==> config.mk <==
export PLATFORM = sky130hd
export DESIGN_NAME = universal_shift_reg_flat
export DESIGN_NICKNAME = d
export VERILOG_FILES = /design/src/rtl/universal_shift_reg_if.sv /design/src/rtl/universal_shift_reg.sv /design/src/flat_wrapper.sv
export SDC_FILE = /design/constraint.sdc
export NUM_CORES = 1
export LEC_CHECK = 0
export CORE_ASPECT_RATIO = 0.9
export CORE_MARGIN = 10
export CORE_UTILIZATION = 44
export DETAILED_ROUTE_END_ITERATION = 16
export PLACE_DENSITY = 0.89
export SLEW_MARGIN = 20
export SYNTH_ARGS = -nofsm -noshare
export SYNTH_HDL_FRONTEND = slang
export SYNTH_SLANG_ARGS = --single-unit
==> constraint.sdc <==
create_clock -name clk -period 2.7 [get_ports clk]
set_input_delay 0.54 -clock clk [delete_from_list [all_inputs] [get_ports clk]]
set_output_delay 0.54 -clock clk [all_outputs]
set_load 0.02 [all_outputs]
==> src/rtl/universal_shift_reg_if.sv <==
// universal_shift_reg_if: control/data bundle for universal_shift_reg.
// The master drives mode/enable/data/serial inputs and observes the register
// outputs; the slave (the register itself) does the reverse.
// Optional rot signal exists only when UNIVERSAL_SHIFT_REG_ROTATE_EN is defined.
interface universal_shift_reg_if #(
   parameter int WIDTH = 8
);
   localparam int CW = $clog2(WIDTH + 1);

   logic             en;
   logic [1:0]       mode;
   logic [WIDTH-1:0] d;
   logic             sin_r;
   logic             sin_l;
`ifdef UNIVERSAL_SHIFT_REG_ROTATE_EN
   logic             rot;
`endif
   logic [WIDTH-1:0] q;
   logic [WIDTH-1:0] nq;
   logic             sout_r;
   logic             sout_l;
   logic [CW-1:0]    shift_cnt;
   logic             drained;

   modport master (
`ifdef UNIVERSAL_SHIFT_REG_ROTATE_EN
      output rot,
`endif
      output en, mode, d, sin_r, sin_l,
      input  q, nq, sout_r, sout_l, shift_cnt, drained
   );

   modport slave (
`ifdef UNIVERSAL_SHIFT_REG_ROTATE_EN
      input  rot,
`endif
      input  en, mode, d, sin_r, sin_l,
      output q, nq, sout_r, sout_l, shift_cnt, drained
   );
endinterface

==> src/rtl/universal_shift_reg.sv <==
// universal_shift_reg: WIDTH-bit hold / shift-right / shift-left / load
// register with complemented output, serial taps and a saturating count of
// shifts since the last load (drained flags the count reaching WIDTH).
// Optional feature macro: UNIVERSAL_SHIFT_REG_ROTATE_EN adds rot, which makes
// shifts recirculate the outgoing bit instead of taking the serial input.
module universal_shift_reg #(
   parameter int               WIDTH     = 8,
   parameter logic [WIDTH-1:0] RESET_VAL = '0
) (
   input  logic                 clk,
   input  logic                 rst_n,
   universal_shift_reg_if.slave bus
);
   localparam int              CW   = $clog2(WIDTH + 1);
   localparam logic [CW-1:0]   FULL = CW'(WIDTH);

   logic [WIDTH-1:0] r_q;
   logic [CW-1:0]    r_cnt;
   logic             r_drained;

   logic [WIDTH-1:0] w_q_nxt;
   logic [CW-1:0]    w_cnt_nxt;
   logic             w_shift;
   logic             w_load;
   logic             w_fill_r;
   logic             w_fill_l;

   // Next-state: pick the incoming bits, then apply this cycle's mode.
   always_comb begin
      w_fill_r = bus.sin_r;
      w_fill_l = bus.sin_l;
`ifdef UNIVERSAL_SHIFT_REG_ROTATE_EN
      if (bus.rot) begin
         w_fill_r = r_q[0];
         w_fill_l = r_q[WIDTH-1];
      end
`endif
      w_q_nxt = r_q;
      w_shift = 1'b0;
      w_load  = 1'b0;
      if (bus.en) begin
         case (bus.mode)
            2'b01: begin
               w_q_nxt = {w_fill_r, r_q[WIDTH-1:1]};
               w_shift = 1'b1;
            end
            2'b10: begin
               w_q_nxt = {r_q[WIDTH-2:0], w_fill_l};
               w_shift = 1'b1;
            end
            2'b11: begin
               w_q_nxt = bus.d;
               w_load  = 1'b1;
            end
            default: ;
         endcase
      end
      // Counter saturates at WIDTH; only a load (or reset) brings it back.
      w_cnt_nxt = r_cnt;
      if (w_load)
         w_cnt_nxt = '0;
      else if (w_shift && (r_cnt != FULL))
         w_cnt_nxt = r_cnt + 1'b1;
   end

   // State registers; drained is registered from the next count so it is
   // always coincident with shift_cnt == WIDTH.
   always_ff @(posedge clk or negedge rst_n) begin
      if (!rst_n) begin
         r_q       <= RESET_VAL;
         r_cnt     <= '0;
         r_drained <= 1'b0;
      end else begin
         r_q       <= w_q_nxt;
         r_cnt     <= w_cnt_nxt;
         r_drained <= (w_cnt_nxt == FULL);
      end
   end

   // nq is derived from q so the two can never disagree.
   assign bus.q         = r_q;
   assign bus.nq        = ~r_q;
   assign bus.sout_r    = r_q[0];
   assign bus.sout_l    = r_q[WIDTH-1];
   assign bus.shift_cnt = r_cnt;
   assign bus.drained   = r_drained;
endmodule

==> src/flat_wrapper.sv <==
// flat-port wrapper written by rule: the top's interface ports become plain ports
module universal_shift_reg_flat 
#(
   parameter int               WIDTH     = 8,
   parameter logic [WIDTH-1:0] RESET_VAL = '0
)
  (clk, rst_n, bus_en, bus_mode, bus_d, bus_sin_r, bus_sin_l, bus_q, bus_nq, bus_sout_r, bus_sout_l, bus_shift_cnt, bus_drained);
  universal_shift_reg_if #(.WIDTH(WIDTH)) bus_i ();
  input  logic clk;
  input  logic rst_n;
  input wire logic [$bits(bus_i.en)-1:0] bus_en;
  input wire logic [$bits(bus_i.mode)-1:0] bus_mode;
  input wire logic [$bits(bus_i.d)-1:0] bus_d;
  input wire logic [$bits(bus_i.sin_r)-1:0] bus_sin_r;
  input wire logic [$bits(bus_i.sin_l)-1:0] bus_sin_l;
  output wire logic [$bits(bus_i.q)-1:0] bus_q;
  output wire logic [$bits(bus_i.nq)-1:0] bus_nq;
  output wire logic [$bits(bus_i.sout_r)-1:0] bus_sout_r;
  output wire logic [$bits(bus_i.sout_l)-1:0] bus_sout_l;
  output wire logic [$bits(bus_i.shift_cnt)-1:0] bus_shift_cnt;
  output wire logic [$bits(bus_i.drained)-1:0] bus_drained;
  assign bus_i.en = bus_en;
  assign bus_i.mode = bus_mode;
  assign bus_i.d = bus_d;
  assign bus_i.sin_r = bus_sin_r;
  assign bus_i.sin_l = bus_sin_l;
  assign bus_q = bus_i.q;
  assign bus_nq = bus_i.nq;
  assign bus_sout_r = bus_i.sout_r;
  assign bus_sout_l = bus_i.sout_l;
  assign bus_shift_cnt = bus_i.shift_cnt;
  assign bus_drained = bus_i.drained;
  universal_shift_reg #(.WIDTH(WIDTH), .RESET_VAL(RESET_VAL)) u_core (.clk(clk), .rst_n(rst_n), .bus(bus_i));
endmodule
## Word level (Yosys, flattened, before mapping)

Cells that the tools add are included.

- Eq/ne operators: 5
- Add/sub/neg operators: 1
- Mux-type cells: 7
- Reduce and logical (&&, ||, !) cells: 4
- Bitwise logic cells: 1

Operators by type and width:

| cell | count |
|---|---|
| case mux 8 bit (3 select lines) | 1 |
| 2-to-1 mux 4 bit | 2 |
| inverter 8 bit | 1 |
| adder 4 x 1 -> 4 bit, second input constant | 1 |
| equality test 2 bit, second input constant | 2 |
| equality test 4 bit, second input constant | 1 |
| 2-to-1 mux 1 bit | 4 |
| inequality test 4 bit, second input constant | 1 |
| nonzero test 3 bit | 1 |
| equality test 2 x 1 -> 1 bit, second input constant | 1 |
| AND reduction 2 bit | 1 |
| OR reduction 2 bit | 1 |
| logical AND 1 bit | 1 |

- Word-level logic and storage cells: 21
- Output and inout bits: 23
- Register bits after elaboration: 13
- Input bits: 15

## Depth between registers and ports, before layout

- Depth after elaboration: 8
- Mapped depth: 7
- Mapped depth without buffers: 5

## Least setup slack after synthesis

Ideal clock, no wire load.

- Path type: input port to flip-flop
- From: input port bus_mode[0]
- To: register u_core.r_drained (netlist: u_core.bus.drained)
- Buffers on the path: 0
- Required time: 2.634 ns
- Cell stages on the path: 5
- Library setup time: 0.066 ns
- Setup slack: 1.006 ns
- Arrival time: 1.627 ns
- Cells stage by stage: inv_1 ha_1 and2_1 a2111oi_0 o32a_1

- Word-level cells in the longest chain between the ends: 8
- Elaborated cells on any way between the ends: 12
- Classes of those cells: 4 x eq/ne; 6 x mux; 2 x reduce/logical

Ends and longest elaborated chain:

| element | line | source |
|---|---|---|
| start, declared | flat_wrapper.sv:12 | `input wire logic [$bits(bus_i.mode)-1:0] bus_mode;` |
| equality test 2 x 1 -> 1 bit or equality test 2 bit (tied branches) | universal_shift_reg.sv:42 | `case (bus.mode)` |
| OR reduction 2 bit (no source line) | -- |  |
| 2-to-1 mux 1 bit | universal_shift_reg.sv:42 |  |
| 2-to-1 mux 1 bit | universal_shift_reg.sv:41 | `if (bus.en) begin` |
| logical AND 1 bit | universal_shift_reg.sv:62 | `else if (w_shift && (r_cnt != FULL))` |
| 2-to-1 mux 4 bit | universal_shift_reg.sv:62 |  |
| 2-to-1 mux 4 bit * | universal_shift_reg.sv:60 | `if (w_load)` |
| equality test 4 bit * | universal_shift_reg.sv:76 | `r_drained <= (w_cnt_nxt == FULL);` |
| end signal, assigned | universal_shift_reg.sv:76 |  |
| end, declared | universal_shift_reg.sv:19 | `logic r_drained;` |

Mark *: on every way between the ends. The rest lies on a longest branch, timed or not.
A chain may end at the register's enable or synchronous reset.

## Worst setup path after layout

Same ends and word-level chain as after synthesis.

==> out/qor.txt <==
type of origin of the critical path - input pin
fin cells - 146
critical-path maximum fanout - 7
Min-Delay Path Class - register to register
FF+latch count, synth - 13
status - completed
CTS H-tree lvls - 1
CTS Sinks - 13
post-synthesis compound-gate area fraction - 33.1%
Pleak - 0.000525 uW
via count - 815
global route overflow - 0
Hold WS - 585 ps
most common cell after layout, fill and taps aside - clkdlybuf4s50_1
syn nets - 108
synthesized area per cell - 9.54 um2
CTS tree - built
Num CTS Buffers - 3
Final setup viols - 0
fmax - 485 MHz
io pins - 38
share of the synthesized area in the top cell type - 38.7%
Top Metal Used - met4
WL met2 - 1290 um
Die Width - 66.0 um
number of diodes - 0
placed cell count - 142
number of antenna violations at the first check in global routing - 0
Fillers - 134
Synth Cell Area - 840 um2
Reg clk slew, reported paths - 80 ps
share of layout cells above drive strength 1 - 3.28%
Site Rows - 14
Crit Path Category - input pin to register
clk buf depth - 2
largest net degree at the start of global routing - 17
Max Slew Vio Count - 0
simple-gate share of the synthesized area - 9.69%
nets@finish - 143
library cells used by synthesis - 29
Placeable Area - 1730 um2
vias in the first global route - 817
CP required - 2920 ps
Final min period - 2060 ps
multiplexer share of the synthesized area - 0%
R2R Setup Slk - 1010 ps
VDD IR max - 0.000477 V
DR WL met3 - 208 um
initial DRC count - 49
Via-to-Cell Ratio - 5.58
number of remaining DRC errors - 0
CP endpoint kind - register
worst-margin pin slew - 591 ps
Setup TNS Final - 0 ps
post-CTS sizing - 0
die height - 61.4 um
Post-Synthesis Cells - 88
mean routed wirelength per cell - 16.6 um
I/O Buffers - 37
Worst Path Arrival - 2280 ps
Power Density - 794 nW/um2
CTS Hold Bufs - 0
RSZ-0062 raised after global routing - false
antenna-violating nets left - 0
DR pass1 iterations - 4
Final Cycle Share - 76.3%
Slew HR - 60.5%
Yosys top cell by area - dfrtp_1
sequential-to-total area share from yosys stat - 38.7%
Total GRT Usage - 11.8%
hpwl dp - 1940 um
metal1 wirelength - 904 um
Die ar. - 4060 um2
drt total wl - 2420 um
clock skew - 2.33 ps
clk_lat worst skew - 280 ps
Post-Synth Adder-Cell Area - 7.45%
Fin. Hold Viols - 0
Area contributors post-synth - dfrtp_1 39%, a22o_1 8.3%, ha_1 7.5%, a211oi_1 7.2%, inv_1 5.8%
most frequent cells in the layout - 37 x clkdlybuf4s50_1, 13 x inv_1, 13 x dfrtp_1
Synth warnings - 0
post-CTS setup buffer count - 0
Seq. cell area - 325 um2
Max Cap Viol - 0
first-pass GRT wire length - 3790 um
largest family of logic cells by synthesized area - compound AO/OA/AOI/OAI gates
GPL Wtd Cong - 0.756
multi-input logic area - 422 um2
Area Growth Syn to Fin - 45.6%
Root Driver - clkbuf_4
Starting Density - 48.4%
XOR/XNOR Fraction of Synth Area - 0%
-- registers in the layout, indices dropped and copies added (netlist names) --
register,cells
u_core.bus.drained,1
u_core.bus.q,8
u_core.bus.shift_cnt,4
-- through the flow --
step / setup WS (ps) / power [uW] / instance area (um2) / utilization (%)
2_1_floorplan: 1010 / 628 / 840 / -
3_3_place_gp: 435 / 843 / 1200 / 69.0
3_5_place_dp: 359 / 857 / 1200 / 69.0
4_1_cts: 635 / 979 / 1220 / 70.5
5_1_grt: 537 / 1040 / 1220 / 70.5
6_report: 640 / 970 / 1220 / 70.5
-- layer usage --
metal	track usage [%]	vias to the layer above
li1	-	392
met1	12.5	392
met2	21.5	29
met4	2.69	0
met5	0	-
met3	4.90	2
-- layout make-up --
class / instances / share of cell area (%)
inverter: 13 / 3.99
timing repair buffer: 37 / 30.3
tap: 24 / 2.46
clock buffer: 4 / 2.15
multi-input combinational: 55 / 34.5
sequential: 13 / 26.6
-- cells in the mapped netlist --
master      n
a2111oi_0   1
a2111oi_2   1
a211o_1     1
a211oi_1    8
a21boi_0    1
a21oi_1     8
a22o_1      8
a41oi_1     1
and2_1      1
and3b_1     1
buf_2       2
buf_4       2
buf_6       1
clkbuf_1    2
dfrtp_1    13
ha_1        5
inv_1      13
nand2_1     3
nand2b_1    3
nand4_1     1
nor2_1      1
nor2b_1     2
nor3b_1     1
o2111ai_1   2
o21a_1      1
o22ai_1     1
o311ai_0    2
o32a_1      1
or3_1       1
-- report_power, final --
group | total, uW | switching (uW) | leakage, uW | internal [uW]
Sequential | 329 | 78.4 | 0.000148 | 250
Combinational | 521 | 272 | 0.000362 | 249
Clock | 121 | 63.6 | 0.0000150 | 57.4
-- path summary, 6_finish.rpt --
| path | to | start | depth (start not counted) |
|---|---|---|---|
| max | u_core.bus.drained$_DFF_PN0_ | bus_mode[0] | 6 |
| min | u_core.bus.q[0]$_DFFE_PN0P_ | u_core.bus.q[0]$_DFFE_PN0P_ | 2 |
| max reg2reg | u_core.bus.drained$_DFF_PN0_ | u_core.bus.shift_cnt[0]$_DFF_PN0_ | 5 |
| min reg2reg | u_core.bus.q[0]$_DFFE_PN0P_ | u_core.bus.q[0]$_DFFE_PN0P_ | 2 |
| max in group asynchronous | u_core.bus.shift_cnt[0]$_DFF_PN0_ | rst_n | 1 |
| min in group asynchronous | u_core.bus.q[5]$_DFFE_PN0P_ | rst_n | 1 |
-- worst max-delay path, cell delays in order --
cell             delay [ps]
clkdlybuf4s50_1         480
inv_1                    60
ha_1                    370
and2_1                  180
a2111oi_0               440
o32a_1                  200
-- kinds of logic (layout without fill, tap and decap cells) --
| kind of cell | after synthesis | in the layout |
|---|---|---|
| simple gates | 14 | 14 |
| buf+inv | 20 | 54 |
| fa+ha+maj | 5 | 5 |
| flops | 13 | 13 |
| compound gates | 36 | 36 |
Power figures use the tool's default switching activity.
